[src/rtl/square_pkg.sv]
// Shared types and constants for the squarer and its square-root companion benches.
package square_pkg;

    typedef enum logic [1:0] {
        IDLE = 2'd0,
        CALC = 2'd1,
        DONE = 2'd2
    } sq_state_t;

    localparam int SQ_WIDTH_DEFAULT = 4;

endpackage

[src/rtl/square_calculator.sv]
// Shift-add squarer: result valid WIDTH cycles after accept, one result per WIDTH+2 cycles.
// Backpressure: result held in DONE until dout_ready; new roots accepted only in IDLE.
module square_calculator
    import square_pkg::*;
#(
    parameter int WIDTH = SQ_WIDTH_DEFAULT
) (
    input  logic                 clk,
    input  logic                 rst,
    input  logic                 din_valid,
    output logic                 din_ready,
    input  logic [WIDTH-1:0]     din,
    output logic                 dout_valid,
    input  logic                 dout_ready,
    output logic [2*WIDTH-1:0]   dout
);

    localparam int CNT_W = $clog2(WIDTH) + 1;

    sq_state_t            state_q,  state_d;
    logic [2*WIDTH-1:0]   acc_q,    acc_d;
    logic [2*WIDTH-1:0]   mcand_q,  mcand_d;
    logic [WIDTH-1:0]     mplier_q, mplier_d;
    logic [CNT_W-1:0]     cnt_q,    cnt_d;
    logic [2*WIDTH-1:0]   acc_sum;

    // Partial-product add; cannot overflow since (2^W-1)^2 < 2^(2W).
    assign acc_sum = acc_q + (mplier_q[0] ? mcand_q : '0);

    always_comb begin
        state_d  = state_q;
        acc_d    = acc_q;
        mcand_d  = mcand_q;
        mplier_d = mplier_q;
        cnt_d    = cnt_q;
        unique case (state_q)
            IDLE: begin
                if (din_valid) begin
                    mcand_d  = {{WIDTH{1'b0}}, din};
                    mplier_d = din;
                    acc_d    = '0;
                    cnt_d    = '0;
                    state_d  = CALC;
                end
            end
            CALC: begin
                // Fixed latency: run all WIDTH steps even once mplier is zero.
                acc_d    = acc_sum;
                mcand_d  = mcand_q << 1;
                mplier_d = mplier_q >> 1;
                cnt_d    = cnt_q + CNT_W'(1);
                if (cnt_q == CNT_W'(WIDTH - 1)) begin
                    state_d = DONE;
                end
            end
            DONE: begin
                if (dout_ready) begin
                    state_d = IDLE;
                end
            end
            default: state_d = IDLE;
        endcase
    end

    always_ff @(posedge clk or posedge rst) begin
        if (rst) begin
            state_q  <= IDLE;
            acc_q    <= '0;
            mcand_q  <= '0;
            mplier_q <= '0;
            cnt_q    <= '0;
        end else begin
            state_q  <= state_d;
            acc_q    <= acc_d;
            mcand_q  <= mcand_d;
            mplier_q <= mplier_d;
            cnt_q    <= cnt_d;
        end
    end

    assign din_ready  = (state_q == IDLE);
    assign dout_valid = (state_q == DONE);
    assign dout       = acc_q;

endmodule

[config.mk]
export PLATFORM = sky130hd
export DESIGN_NAME = square_calculator
export DESIGN_NICKNAME = d
export VERILOG_FILES = /design/src/rtl/square_pkg.sv /design/src/rtl/square_calculator.sv
export SDC_FILE = /design/constraint.sdc
export NUM_CORES = 1
export LEC_CHECK = 0
export CAP_MARGIN = 20
export CORE_UTILIZATION = 62
export CTS_BUF_LIST = sky130_fd_sc_hd__clkbuf_16
export CTS_CLUSTER_SIZE = 10
export DETAILED_ROUTE_END_ITERATION = 6
export DONT_BUFFER_PORTS = 1
export GPL_TIMING_DRIVEN = 0
export HOLD_SLACK_MARGIN = 0.05
export PLACE_DENSITY_LB_ADDON = 0.12
export SETUP_SLACK_MARGIN = 0.5
export SYNTH_ARGS = -nofsm -noshare
export SYNTH_HDL_FRONTEND = slang
export SYNTH_SLANG_ARGS = --single-unit
[constraint.sdc]
create_clock -name clk -period 2.71 [get_ports clk]
set_clock_uncertainty 0.05 [all_clocks]
set_input_delay 0.542 -clock clk [delete_from_list [all_inputs] [get_ports clk]]
set_output_delay 0.542 -clock clk [all_outputs]
set_load 0.05 [all_outputs]
---- Word-level counts from Yosys, hierarchy flattened ----
Index checks and enable logic that the tools add are counted.
W data, S select, Z words.
storage, ports and cells
  register bits after elaboration ......... 25
  latch bits .............................. 0
  memory bits (writable) .................. 0
  memory bits (read-only) ................. 0
  memories kept ........................... 0
operators by class
  $add $sub $neg .......................... 2
  $mul .................................... 0
  divide/modulo/power cells ............... 0
  magnitude comparators ................... 0
  eq/ne operators ......................... 6
  shift operators ......................... 0
  mux-type cells .......................... 13
  bitwise operators ....................... 0
  reductions and logical operators ........ 4
operator list
  operator               count
  $pmux W8 S2            2
  $mux W8                3
  $add A8 B8 Y8          1
  $pmux W4 S2            1
  $mux W2                3
  $pmux W2 S3            1
  $pmux W3 S2            1
  $mux W4                1
  $ne A2 B2 Y1 const B   2
  $add A3 B1 Y3 const B  1
  $eq A3 B2 Y1 const B   1
  $mux W3                1
  $reduce_and A3 Y1      1
  $eq A2 B1 Y1 const B   1
  $eq A2 B2 Y1 const B   1
  $logic_not A2 Y1       1
  $ne A2 B1 Y1 const B   1
  $reduce_and A2 Y1      1
  $reduce_bool A2 Y1     1

---- Depth between registers and ports, before layout ----
  depth after elaboration ................. 3
  gate-level depth with buffers ........... 7

---- Worst setup path after synthesis ----
OpenSTA, ideal clock, no wires.
  kind .................................... register to output
  start point ............................. register state_q[1]
  end point ............................... output dout_valid
  arrival ................................. 1421 ps
  path slack .............................. 697 ps
  cell stages (with the launch flop) ...... 3
  cell sequence ........................... dfrtp_1 -> clkbuf_1 -> nor2b_1
on the way
  longest elaborated chain between the ends .. 1
ends and longest elaborated chain
  element                 RTL line                 text
  start, declared         square_calculator.sv:20  sq_state_t state_q, state_d;
  start signal, assigned  square_calculator.sv:73  state_q <= state_d;
  $eq A2 B2 Y1            square_calculator.sv:82  assign dout_valid = (state_q == DONE);
  end, declared           square_calculator.sv:13  output logic dout_valid,
Every way passes these cells.

---- Final worst setup path ----
  start point ............................. register mplier_q[0]
  end point ............................... register acc_q[4], in the netlist dout[4]
on the way
  longest elaborated chain between the ends .. 3
ends and longest elaborated chain
  element                 RTL line                 text
  start, declared         square_calculator.sv:23  logic [WIDTH-1:0] mplier_q, mplier_d;
  start signal, assigned  square_calculator.sv:76  mplier_q <= mplier_d;
  $mux W8                 square_calculator.sv:28  assign acc_sum = acc_q + (mplier_q[0] ? mcand_q : '0);
  $add A8 B8 Y8           square_calculator.sv:28
  $pmux W8 S2             square_calculator.sv:36  unique case (state_q)
  end signal, assigned    square_calculator.sv:68  acc_q <= '0;
  end signal, assigned    square_calculator.sv:74  acc_q <= acc_d;
  end, declared           square_calculator.sv:21  logic [2*WIDTH-1:0] acc_q, acc_d;
Every way passes these cells.
A chain may end at the register's enable or synchronous reset.

==> results_dict.tcl <==
set metrics [dict create \
    synth-seq-area-share 0.437 \
    grt-ovfl-total 0 \
    post_cts_buffers 0 \
    post-route-period-util 0.786 \
    numPortBuffers 0 \
    cts_tree "done" \
    clk_latency_ns 0.26 \
    dpl.hpwl_mm 2.03 \
    synth_seq_cells 25 \
    slew_headroom 0.367 \
    grtUsageTotal 0.280 \
    status "finished, final reports clean" \
    dieArea_sq_um 2500 \
    async_flop_share 1.00 \
    core_area_sq_um 2190 \
    slew_violations 0 \
    p_per_area_nw_per_um2 1200 \
    clkTransAtPathRegs_ns 0.07 \
    dieWidth_microns 50.0 \
    clockRootBuffer "clkbuf_16" \
    crit_path_end "dout[4]$_DFFE_PP0P_" \
    hold_viol_final 0 \
    yosysWarnings 0 \
    grt_pass1_vias 1118 \
    reg2reg_depth 7 \
    rows 17 \
    htree_levels 1 \
    crit_required_ns 2.80 \
    avgSynthCellArea_sq_um 10.1 \
    fin_util 0.713 \
    drc_errors 0 \
    drv_cap 0 \
    timing.rr.start "mplier_q[0]$_DFFE_PP0P_" \
    die_h_microns 50.0 \
    diodes 0 \
    post_drt_wl_per_cell_microns 17.1 \
    crit_arrival_ns 2.22 \
    ios 18 \
    end_kind "flop" \
    hold_path.class "in2async" \
    synth_flop_cell "dfrtp_1" \
    final.setup.tns_ns 0 \
    min_period_ns 2.13 \
    leakagePower_nw 0.732 \
    fmax_ghz 0.469 \
    wl_mm 2.98 \
    max-vdd-ir-drop_v 0.000933 \
    synth_edf_count 0 \
    crit_start "mplier_q[0]$_DFFE_PP0P_" \
    start_util 0.653 \
    setup_viol 0 \
    grt_pass1_wl_mm 5.17 \
    area_growth_pct 9.19 \
    clockBufferDepth 2 \
    detail_route.iter0.violations 19 \
    critPathMaxFanout 10 \
    cts-buffers-inserted 3 \
    grt_max_degree 26 \
    dp.cells 170 \
    cts.sinks 25 \
    rr_endpoint "dout[4]$_DFFE_PP0P_" \
    grt_setup_unrepaired "false" \
    start_kind "flop" \
    detail-route-antenna-nets 0 \
    pre_cts_ws_ns 0.544 \
    drive_gt1_frac 0.123 \
    nets 165 \
    final-instance-count-excl-fill 174 \
    syn_nets 160 \
    syn_inst 142 \
    regToRegSetupSlack_ns 0.58 \
    synth_cell_type_count 34 \
    syn_area_sq_um 1430 \
    path_class "reg2reg" \
    tightest_slew_ns 0.948 \
    antenna_found_initial 0 \
    routed_via_density 6.30 \
    place_congestion 0.864 \
    firstDrtPassIters 4 \
    vias 1096 \
    setup_ws_ns 0.579 \
    p_total_w 0.00187 \
]
[layout by cell type, fill, tap and decap left out, drive strengths merged, types with 5 or more instances in the layout]
| cell type | count |
|---|---|
| dfrtp | 25 |
| o21ai | 13 |
| a21oi | 10 |
| nand2 | 10 |
| ha | 9 |
| inv | 8 |
| a22o | 8 |
| nor2b | 8 |
| and2 | 7 |
| buf | 5 |
| clkbuf | 5 |
[metal layers]
| layer | share of wire | vias to the layer above | global-route usage |
|---|---|---|---|
| met2 | 0.51 | 24 | 0.462 |
| met3 | 0.022 | 4 | 0.0617 |
| met4 | 0.010 | 0 | 0.0952 |
| li1 | - | 521 | - |
| met1 | 0.45 | 547 | 0.356 |
| met5 | 0 | - | 0 |
[flip-flops by register name (all words and copies together), names as in the netlist]
name	flops
dout	8
mcand_q	8
mplier_q	4
cnt_q	3
state_q	2
[final cells by class]
type	count	area, sq um
multi-input cells	102	746
flip-flops and latches	25	629
fillers	162	629
clock buffers	3	75.1
plain buffers	7	38.8
well taps	28	35.0
inverters	8	30.0
clock inverters	1	7.51
[Yosys cell counts (all sizes together) (2+ instances only)]
master / n / area [sq um]
ha: 9 / 113
a22o: 8 / 70.1
a32oi: 2 / 17.5
a31oi: 2 / 12.5
inv: 8 / 30.0
xnor2: 3 / 26.3
buf: 5 / 31.3
a22oi: 3 / 22.5
a221o: 3 / 30.0
or4: 2 / 15.0
mux2i: 2 / 20.0
nand2b: 3 / 18.8
nand3: 2 / 10.0
and2: 7 / 43.8
nand2: 10 / 37.5
a21o: 3 / 23.8
o21ai: 13 / 65.1
nor2: 3 / 11.3
clkbuf: 2 / 7.51
a21oi: 10 / 50.1
dfrtp: 25 / 626
nor2b: 8 / 50.1
[cell families after synthesis]
logic type	count (synthesis)	share of synthesized area
buf+inv	15	0.0481
fa+ha+maj	10	0.0927
mux	2	0.0140
compound gates	50	0.249
xor+xnor	4	0.0245
flops	25	0.437
simple gates	36	0.134
[how the worst min path moves through the flow]
stage                                       start                       to  depth (start not counted)
after floorplan              cnt_q[2]$_DFFE_PP0P_     cnt_q[2]$_DFFE_PP0P_                          2
after global placement       cnt_q[2]$_DFFE_PP0P_     cnt_q[2]$_DFFE_PP0P_                          2
after detailed placement  mplier_q[1]$_DFFE_PP0P_  mplier_q[1]$_DFFE_PP0P_                          2
after CTS                                     rst     cnt_q[2]$_DFFE_PP0P_                          1
after global routing                          rst     cnt_q[2]$_DFFE_PP0P_                          1
final                                         rst      dout[5]$_DFFE_PP0P_                          1
[repair_timing]
item,CTS,global route
resized for setup,2,4
pin swaps,0,0
setup endpoints to repair,2,4
hold buffers,0,0
[where the power goes]
group / internal, W / switching, W / leakage (nW)
Combinational: 0.000296 / 0.000433 / 0.371
Sequential: 0.000520 / 0.000283 / 0.324
Clock: 0.000200 / 0.000135 / 0.0371
[through the flow]
stage	area (sq um)	hold slack, ns
2_1_floorplan	1430	0.400
3_3_place_gp	1470	0.414
3_5_place_dp	1470	0.422
4_1_cts	1550	0.371
5_1_grt	1560	0.411
6_report	1560	0.334
[worst max-delay path: stages, from the launching register on]
cell,delay [ns]
dfrtp_2,0.47
and2_1,0.17
ha_1,0.22
fa_1,0.43
a21o_2,0.22
a21oi_1,0.21
xnor2_1,0.15
o21ai_0,0.10
Note: power is estimated with default switching activity, not from simulation.
